**src/rtl/dispatch_ctrl.sv**
```systemverilog
// Dispatch controller: 2-entry in-order buffer between decode and the
// ALU / memory issue queues, with in-flight branch budget and kill flush.
//
// Ports:
//   i_clk, i_rst        clock, synchronous active-high reset
//   i_valid, i_ctrl     decode handshake; ctrl = {pry[1:0], qtype[1:0], en}
//   i_data, i_brmask    payload and branch mask of the incoming micro-op
//   o_ready             buffer has room and branch budget not exhausted
//   o_alu_valid/i_alu_ready, o_mem_valid/i_mem_ready  head offer per queue
//   o_data, o_brmask, o_pry  head entry contents
//   i_br_done           one in-flight branch resolved
//   i_kill              flush buffer and branch count
//   o_br_cnt            in-flight branch count
module dispatch_ctrl #(
  parameter int WIDTH_BRM = 6,
  parameter int DATA_W    = 64,
  parameter int MAX_BR    = 4
) (
  input  logic                 i_clk,
  input  logic                 i_rst,
  input  logic                 i_valid,
  input  logic [4:0]           i_ctrl,
  input  logic [DATA_W-1:0]    i_data,
  input  logic [WIDTH_BRM-1:0] i_brmask,
  output logic                 o_ready,
  output logic                 o_alu_valid,
  input  logic                 i_alu_ready,
  output logic                 o_mem_valid,
  input  logic                 i_mem_ready,
  output logic [DATA_W-1:0]    o_data,
  output logic [WIDTH_BRM-1:0] o_brmask,
  output logic [1:0]           o_pry,
  input  logic                 i_br_done,
  input  logic                 i_kill,
  output logic [WIDTH_BRM-1:0] o_br_cnt
);

  localparam logic [1:0] QT_MEM = 2'b01;
  localparam logic [1:0] PRY_BR = 2'b11;
  localparam logic [WIDTH_BRM-1:0] MAX_C = WIDTH_BRM'(MAX_BR);

  logic [DATA_W-1:0]    data_q   [2];
  logic [WIDTH_BRM-1:0] brmask_q [2];
  logic [1:0]           pry_q    [2];
  logic [1:0]           qtype_q  [2];

  logic                 wptr;
  logic                 rptr;
  logic [1:0]           cnt;
  logic [1:0]           cnt_nxt;
  logic [WIDTH_BRM-1:0] br_cnt;
  logic [WIDTH_BRM-1:0] br_nxt;

  logic push;
  logic pop;
  logic br_inc;
  logic br_dec;
  logic head_mem;
  logic nonempty;

  assign o_ready  = (cnt != 2'd2) && (br_cnt < MAX_C);
  assign nonempty = (cnt != 2'd0);
  assign head_mem = (qtype_q[rptr] == QT_MEM);

  // Kill gates the offers combinationally so nothing leaves in a flush cycle.
  assign o_alu_valid = nonempty & ~head_mem & ~i_kill;
  assign o_mem_valid = nonempty &  head_mem & ~i_kill;

  assign o_data   = data_q[rptr];
  assign o_brmask = brmask_q[rptr];
  assign o_pry    = pry_q[rptr];
  assign o_br_cnt = br_cnt;

  assign push = i_valid & i_ctrl[0] & o_ready & ~i_kill;
  assign pop  = (o_alu_valid & i_alu_ready) | (o_mem_valid & i_mem_ready);

  assign br_inc = push & (i_ctrl[4:3] == PRY_BR);
  assign br_dec = i_br_done & (br_cnt != '0);

  always_comb begin
    cnt_nxt = cnt;
    unique case ({push, pop})
      2'b10:   cnt_nxt = cnt + 2'd1;
      2'b01:   cnt_nxt = cnt - 2'd1;
      default: cnt_nxt = cnt;
    endcase
  end

  always_comb begin
    br_nxt = br_cnt;
    unique case ({br_inc, br_dec})
      2'b10:   br_nxt = br_cnt + 1'b1;
      2'b01:   br_nxt = br_cnt - 1'b1;
      default: br_nxt = br_cnt;
    endcase
  end

  always_ff @(posedge i_clk) begin
    if (i_rst) begin
      cnt    <= 2'd0;
      wptr   <= 1'b0;
      rptr   <= 1'b0;
      br_cnt <= '0;
    end else if (i_kill) begin
      cnt    <= 2'd0;
      wptr   <= 1'b0;
      rptr   <= 1'b0;
      br_cnt <= '0;
    end else begin
      cnt    <= cnt_nxt;
      br_cnt <= br_nxt;
      if (push) wptr <= ~wptr;
      if (pop)  rptr <= ~rptr;
    end
  end

  // Payload storage is cleared only by reset so the head reads 0 afterwards;
  // after a kill its contents are don't-care because both valids are low.
  always_ff @(posedge i_clk) begin
    if (i_rst) begin
      data_q[0]   <= '0;
      data_q[1]   <= '0;
      brmask_q[0] <= '0;
      brmask_q[1] <= '0;
      pry_q[0]    <= '0;
      pry_q[1]    <= '0;
      qtype_q[0]  <= '0;
      qtype_q[1]  <= '0;
    end else if (push) begin
      data_q[wptr]   <= i_data;
      brmask_q[wptr] <= i_brmask;
      pry_q[wptr]    <= i_ctrl[4:3];
      qtype_q[wptr]  <= i_ctrl[2:1];
    end
  end

endmodule

```
**config.mk**
```make
export PLATFORM = sky130hd
export DESIGN_NAME = dispatch_ctrl
export DESIGN_NICKNAME = d
export VERILOG_FILES = /design/src/rtl/dispatch_ctrl.sv
export SDC_FILE = /design/constraint.sdc
export NUM_CORES = 1
export LEC_CHECK = 0
export CORE_MARGIN = 2
export CORE_UTILIZATION = 52
export CTS_BUF_LIST = sky130_fd_sc_hd__clkbuf_4 sky130_fd_sc_hd__clkbuf_8
export DETAILED_ROUTE_END_ITERATION = 8
export PLACE_DENSITY_LB_ADDON = 0.12
export SETUP_SLACK_MARGIN = 0.1
export SYNTH_ARGS = -nofsm -noshare
export SYNTH_HDL_FRONTEND = slang
export SYNTH_SLANG_ARGS = --single-unit
```
**constraint.sdc**
```tcl
create_clock -name i_clk -period 7.25 [get_ports i_clk]
set_input_delay 1.45 -clock i_clk [delete_from_list [all_inputs] [get_ports i_clk]]
set_output_delay 1.45 -clock i_clk [all_outputs]
set_load 0.05 [all_outputs]
```
==> reports/results.tsv, run 1 <==
stage	metric	value	unit
sta	relative slew slack	21.0	%
detailed_routing	vias per std cell	5.17	
global_routing	pin count of the biggest net entering global routing	75	
die	Row Count	42	
clock_network	Max Root-Sink Buffers	2	
detailed_routing	top layer in use	met4	
clock_network	Post-CTS Setup Inserts	0	
critical_path	critical path depth	4	
final_layout	Final #Nets	725	
synthesis	ys async rst share	0	%
sta	Worst-Margin Slew	1180	ps
die	IO Pins	163	
critical_path	CP required	5800	ps
critical_path	r2r setup slk	3930	ps
sta	RSZ-0062 raised after global routing	false	
detailed_routing	final antenna-violating net count	0	
detailed_routing	drt pass-1 iters	5	
critical_path	Worst Path Arrival	3070	ps
run	Max-Cap Viols	0	
synthesis	Cell variety after synth	37	
sta	setup ws final	2730	ps
critical_path	WS Path Type	input pin to primary output	
die	Die Height	121	µm
die	Starting Density	53.6	%
global_routing	antenna violations before repair	0	
power	leak pwr	3.46	nW
critical_path	CP Buf/Inv Count	2	
clock_network	CTS buffer count	17	
detailed_routing	via count	4267	
min_path	worst hold path class	register to register	
place	gpl congestion	0.741	
detailed_routing	DRC errors left	0	
die	die width	121	µm
final_layout	share of cells above drive strength 1	19.4	%
final_layout	Ant. Diodes	0	
clock_network	clk slew on worst S/H paths	80	ps
final_layout	fin util	70.0	%
sta	Setup Viol. Count Final	0	
critical_path	Worst Setup Start Kind	input pin	
critical_path	crit-path cells	clkdlybuf4s50_1 -> o21bai_1 -> nor2b_1 -> clkdlybuf4s50_1	
die	Die ar.	14700	µm²
clock_network	CTS tree	built	
final_layout	synthesis-to-finish area growth	30.6	%
place	Inst Count DP	793	
synthesis	ys flop type	edfxtp_1	
sta	period utilization	62.3	%
clock_network	post-cts sizing count	0	
synthesis	Post-synth EDFFs	148	
critical_path	RR Startpoint	o_br_cnt[5]	
clock_network	Clk Latency, worst-skew pair	440	ps
sta	Slew Viols, Final	0	
final_layout	post-route insts no fill	825	
detailed_routing	DRT iter0 DRCs	324	
global_routing	vias in the first global route	4632	
clock_network	hold_buf cts	0	
detailed_routing	final wirelength	13900	µm
sta	skew final	10.1	ps
detailed_routing	drt wl/cell	16.9	µm
synthesis	post-synth top area share	62.3	%
critical_path	Worst path most repeated cell	clkdlybuf4s50_1	
synthesis	top cells by area, synth	edfxtp_1 (62%), and2_1 (12%), mux2_2 (11%), dfxtp_1 (3.1%), and2_2 (1.4%)	
critical_path	origin of the worst setup path	i_kill	
place	Post-Place Setup Slack	2740	ps
detailed_routing	WL met2	7100	µm
sta	min cycle time layout	4520	ps
sta	Min Hold Slack	520	ps
critical_path	Crit-path slowest cell	clkdlybuf4s50_1	
critical_path	CP max FO	5	
critical_path	Worst setup EP type	primary output	
critical_path	CP max stage delay	810	ps
clock_network	TritonCTS Sinks	159	
synthesis	Synth Area per Inst	15.0	µm²
global_routing	Remaining Overflow, GRT	0	
synthesis	#FFs+latches synth	159	
sta	Final Hold Viols	0	
critical_path	R2R depth	12	
synthesis	Synth Warn #	0	
place	port buffer count	162	
outcome	status	finished, final reports clean	
synthesis	Seq/Total Area, Yosys	65.4	%
power	Max IR drop VDD	0.125	mV
critical_path	family with the most delay on the worst path	buffers and inverters	
die	core area	13300	µm²
synthesis	largest area contributor in the netlist	edfxtp_1	
synthesis	Post-Syn Instances	477	
place	Post-DP HPWL	8740	µm
synthesis	mapped cell area	7130	µm²
synthesis	Post-Syn Nets	566	
sta	TNS Setup	0	ps
sta	Max Clk Rate	221	MHz
detailed_routing	WL met1	5720	µm
global_routing	Global Route Usage Sum	20.2	%
critical_path	reg2reg end	o_br_cnt[5]	
critical_path	Worst Setup EP	o_mem_valid	
clock_network	root buffer cell	clkbuf_8	
power	power density over cell area	221	nW/µm²
global_routing	first-pass GRT wire length	22500	µm
clock_network	CTS HTree Levels	4	
detailed_routing	met3 WL	916	µm
layout by cell type (no fill, tap or decap), types with 2 or more instances in the layout:
cell and instances:
and2_1 134, nor4b_1 2, xor2_1 6, mux2_2 72
a21oi_1 7, clkbuf_8 17, and2_2 13, nor2_1 11
edfxtp_1 148, nand2_1 2, o31ai_1 3, or3_1 2
clkdlybuf4s50_1 162, inv_1 7, bufinv_16 6, nand3_1 4
a21o_1 2, dfxtp_1 10, buf_4 4, o21ai_0 3
clkinv_1 5, ha_1 6
registers in the layout, indices dropped and copies added (netlist names), named ones only:
name	count
o_br_cnt	6
brmask_q	12
wptr	1
qtype_q	4
rptr	1
cnt	2
pry_q	4
data_q	128
worst min path at each step:
stage	cells past startpoint	slack [ps]	start	endpoint
5_1_grt	2	540	rptr	rptr
3_5_place_dp	2	500	o_br_cnt[5]	o_br_cnt[5]
6_report	2	520	o_br_cnt[5]	o_br_cnt[5]
3_3_place_gp	2	490	o_br_cnt[5]	o_br_cnt[5]
4_1_cts	2	510	o_br_cnt[5]	o_br_cnt[5]
2_1_floorplan	2	480	rptr	register
cell usage after synthesis (2+ instances only):
library cell  number
a21o_1             3
a21oi_1            7
and2_1           134
and2_2            13
buf_8              6
clkbuf_1          12
clkbuf_2           7
dfxtp_1           11
edfxtp_1         148
ha_1               6
inv_1              7
mux2_2            72
nand2_1            2
nand3_1            4
nor2_1            11
nor4b_1            2
o21ai_0            3
o21bai_1           2
o31ai_1            3
or3_1              2
xor2_1             6
routing by layer:
layer / GRT usage [%] / vias up
met5: 0 / -
met2: 35.7 / 126
met3: 6.39 / 17
met1: 23.2 / 2099
li1: - / 2025
met4: 6.47 / 0
worst min-delay path: cells and delay by family (launching register included):
kind	cells	cell delay [ps]
compound gates	1	60
flops	1	340
simple gates	1	70
per-stage QoR:
stage / cell area [µm²] / power [mW]
detailed placement: 8850 / 1.32
CTS: 9310 / 2.07
global placement: 8850 / 1.32
floorplan: 7130 / 1.21
global route: 9310 / 2.12
finish: 9310 / 2.06
cells by family (layout without fill, tap and decap cells):
family          after synthesis  count (layout)  share of synthesized area (%)
buf+inv                      33             205                           2.91
compound gates               23              23                           2.26
flops                       159             159                           65.4
mux                          73              73                           11.5
fa+ha+maj                     7               7                           1.33
simple gates                175             175                           15.7
xor+xnor                      7               7                          0.860
area by class of cell:
class | instances | area, µm²
Fill cell | 974 | 3980
Multi-Input combinational cell | 285 | 2280
Sequential cell | 159 | 4670
Timing Repair Buffer | 166 | 1650
Clock inverter | 14 | 220
Inverter | 7 | 26.3
Tap cell | 176 | 220
Clock buffer | 18 | 241
power breakdown:
part           leakage, nW  switching [mW]  internal (mW)  total, mW
clock network        0.228           0.312          0.442      0.754
logic                 1.62           0.145          0.104      0.249
registers             1.61          0.0106           1.04       1.05
total                 3.46           0.468           1.59       2.06
Note: power is estimated with default switching activity, not from simulation.
==> inputs of run 2 (changes only) <==
==> constraint.sdc (replaced) <==
create_clock -name i_clk -period 4.61 [get_ports i_clk]
set_input_delay 0.922 -clock i_clk [delete_from_list [all_inputs] [get_ports i_clk]]
set_output_delay 0.922 -clock i_clk [all_outputs]
set_load 0.05 [all_outputs]
==> reports/results.tsv, run 2 (same netlist as run 1, synthesis figures left out) <==
stage	metric	value	unit	change
sta	skew final	12.1	ps	+1.99 ps
clock_network	Post-CTS Setup Inserts	0		unchanged
global_routing	vias in the first global route	4474		-3.4%
power	P_int	2.37	mW	+49%
detailed_routing	final antenna-violating net count	0		unchanged
critical_path	Worst setup EP type	primary output		
critical_path	WS Path Type	register to primary output		
min_path	worst hold path class	register to register		
power	Max IR drop VDD	0.175	mV	+40%
detailed_routing	DRT iter0 DRCs	296		-8.6%
final_layout	commonest cells after routing, fill and taps aside	clkdlybuf4s50_1 (162), edfxtp_1 (148), and2_1 (134), mux2_2 (72), clkbuf_8 (17)		
final_layout	Final #Nets	727		+0.28%
global_routing	first-pass GRT wire length	22000	µm	-2.1%
final_layout	synthesis-to-finish area growth	29.9	%	
die	IO Pins	163		unchanged
clock_network	post-cts sizing count	0		unchanged
clock_network	CTS tree	built		
sta	Final Hold Viols	0		unchanged
detailed_routing	drt pass-1 iters	5		unchanged
place	Post-Place Setup Slack	929	ps	-1810 ps
final_layout	post-route insts no fill	827		+0.24%
clock_network	hold_buf cts	0		unchanged
detailed_routing	drt wl/cell	16.8	µm	-0.51%
global_routing	antenna violations before repair	0		unchanged
final_layout	Reg with most FFs	data_q		
die	Row Count	42		unchanged
sta	setup ws final	856	ps	-1880 ps
sta	Slew Viols, Final	0		unchanged
die	Starting Density	53.6	%	unchanged
clock_network	CTS HTree Levels	4		unchanged
power	Net Sw Power	0.716	mW	+53%
sta	min cycle time layout	3750	ps	
clock_network	Max Root-Sink Buffers	2		unchanged
detailed_routing	WL met2	6860	µm	-3.5%
clock_network	Clk Latency, worst-skew pair	440	ps	about the same
die	Die Height	121	µm	unchanged
sta	Worst-Margin Slew	1090	ps	-90.7 ps
run	Max-Cap Viols	0		unchanged
detailed_routing	WL met1	5960	µm	+4.3%
sta	period utilization	81.4	%	
critical_path	Worst Setup Start Kind	register		
power	combinational share of power	12.8	%	+0.7 points
power	leak pwr	3.45	nW	-0.26%
sta	Max Clk Rate	266	MHz	
outcome	status	finished, final reports clean		
critical_path	CP required	3690	ps	-2110 ps
detailed_routing	met3 WL	959	µm	+4.7%
power	power density over cell area	333	nW/µm²	+51%
critical_path	CP max FO	45		+40
detailed_routing	DRC errors left	0		unchanged
global_routing	Remaining Overflow, GRT	0		unchanged
detailed_routing	via count	4237		-0.70%
final_layout	most common cell after layout, fill and taps aside	clkdlybuf4s50_1		
power	Sw Ratio	23.2	%	+0.48 points
clock_network	CTS buffer count	17		unchanged
detailed_routing	top layer in use	met4		
place	gpl congestion	0.799		+7.9%
power	clock power share	33.6	%	-3.1 points
place	Post-DP HPWL	8580	µm	-1.9%
detailed_routing	vias per std cell	5.12		-0.94%
die	die width	121	µm	unchanged
die	core area	13300	µm²	unchanged
critical_path	Worst Path Arrival	2830	ps	-240 ps
clock_network	clk slew on worst S/H paths	70	ps	about the same
clock_network	TritonCTS Sinks	159		unchanged
final_layout	Ant. Diodes	0		unchanged
final_layout	share of cells above drive strength 1	20.0	%	+0.55 points
global_routing	pin count of the biggest net entering global routing	75		unchanged
die	Die ar.	14700	µm²	unchanged
final_layout	max reg flops	128		unchanged
clock_network	root buffer cell	clkbuf_8		
detailed_routing	final wirelength	13900	µm	-0.27%
place	port buffer count	162		unchanged
place	Inst Count DP	795		+0.25%
sta	Setup Viol. Count Final	0		unchanged
sta	RSZ-0062 raised after global routing	false		
global_routing	Global Route Usage Sum	19.8	%	-0.34 points
power	Pwr Total	3.08	mW	+50%
power	share of power burned in registers	53.7	%	+2.5 points
sta	relative slew slack	27.1	%	+6.1 points
sta	TNS Setup	0	ps	unchanged
[run 2: layout make-up]
cell class	count	area (µm²)
sequential	159	4670
fill	960	4030
multi-input combinational	285	2280
timing repair buffer	168	1670
clock buffer	23	279
tap	176	220
clock inverter	9	116
inverter	7	26.3
[run 2: worst max-delay path, stage by stage, from the launching register on]
cell	delay (ps)
dfxtp_4	740
buf_4	500
mux2_2	410
clkdlybuf4s50_1	700
[run 2: path summary, 6_finish.rpt]
kind | from | to | slack [ps] | cells past startpoint
worst min register to register | rptr | rptr | 520 | 2
worst min-delay path | rptr | rptr | 520 | 2
worst max-delay path | register | o_data[62] | 860 | 3
worst max register to register | o_br_cnt[5] | o_br_cnt[5] | 1310 | 12
[run 2: per-stage QoR]
step	utilization (%)	hold WS, ps	area, µm²
floorplan	-	480	7140
CTS	69.7	516	9260
global placement	66.7	495	8870
detailed placement	66.7	500	8870
global route	69.7	549	9260
finish	69.7	518	9260
[run 2: power groups by stage]
stage          clock (mW)  combinational [mW]  sequential [mW]
2_1_floorplan           0               0.225             1.68
3_3_place_gp            0               0.393             1.68
3_5_place_dp            0               0.395             1.69
4_1_cts              1.06               0.398             1.65
5_1_grt              1.11               0.413             1.66
6_report             1.03               0.393             1.65
[run 2: routing by layer]
metal / GRT usage [%] / up-vias
li1: - / 2022
met3: 6.67 / 8
met5: 0 / -
met2: 32.4 / 131
met1: 24.7 / 2076
met4: 7.05 / 0
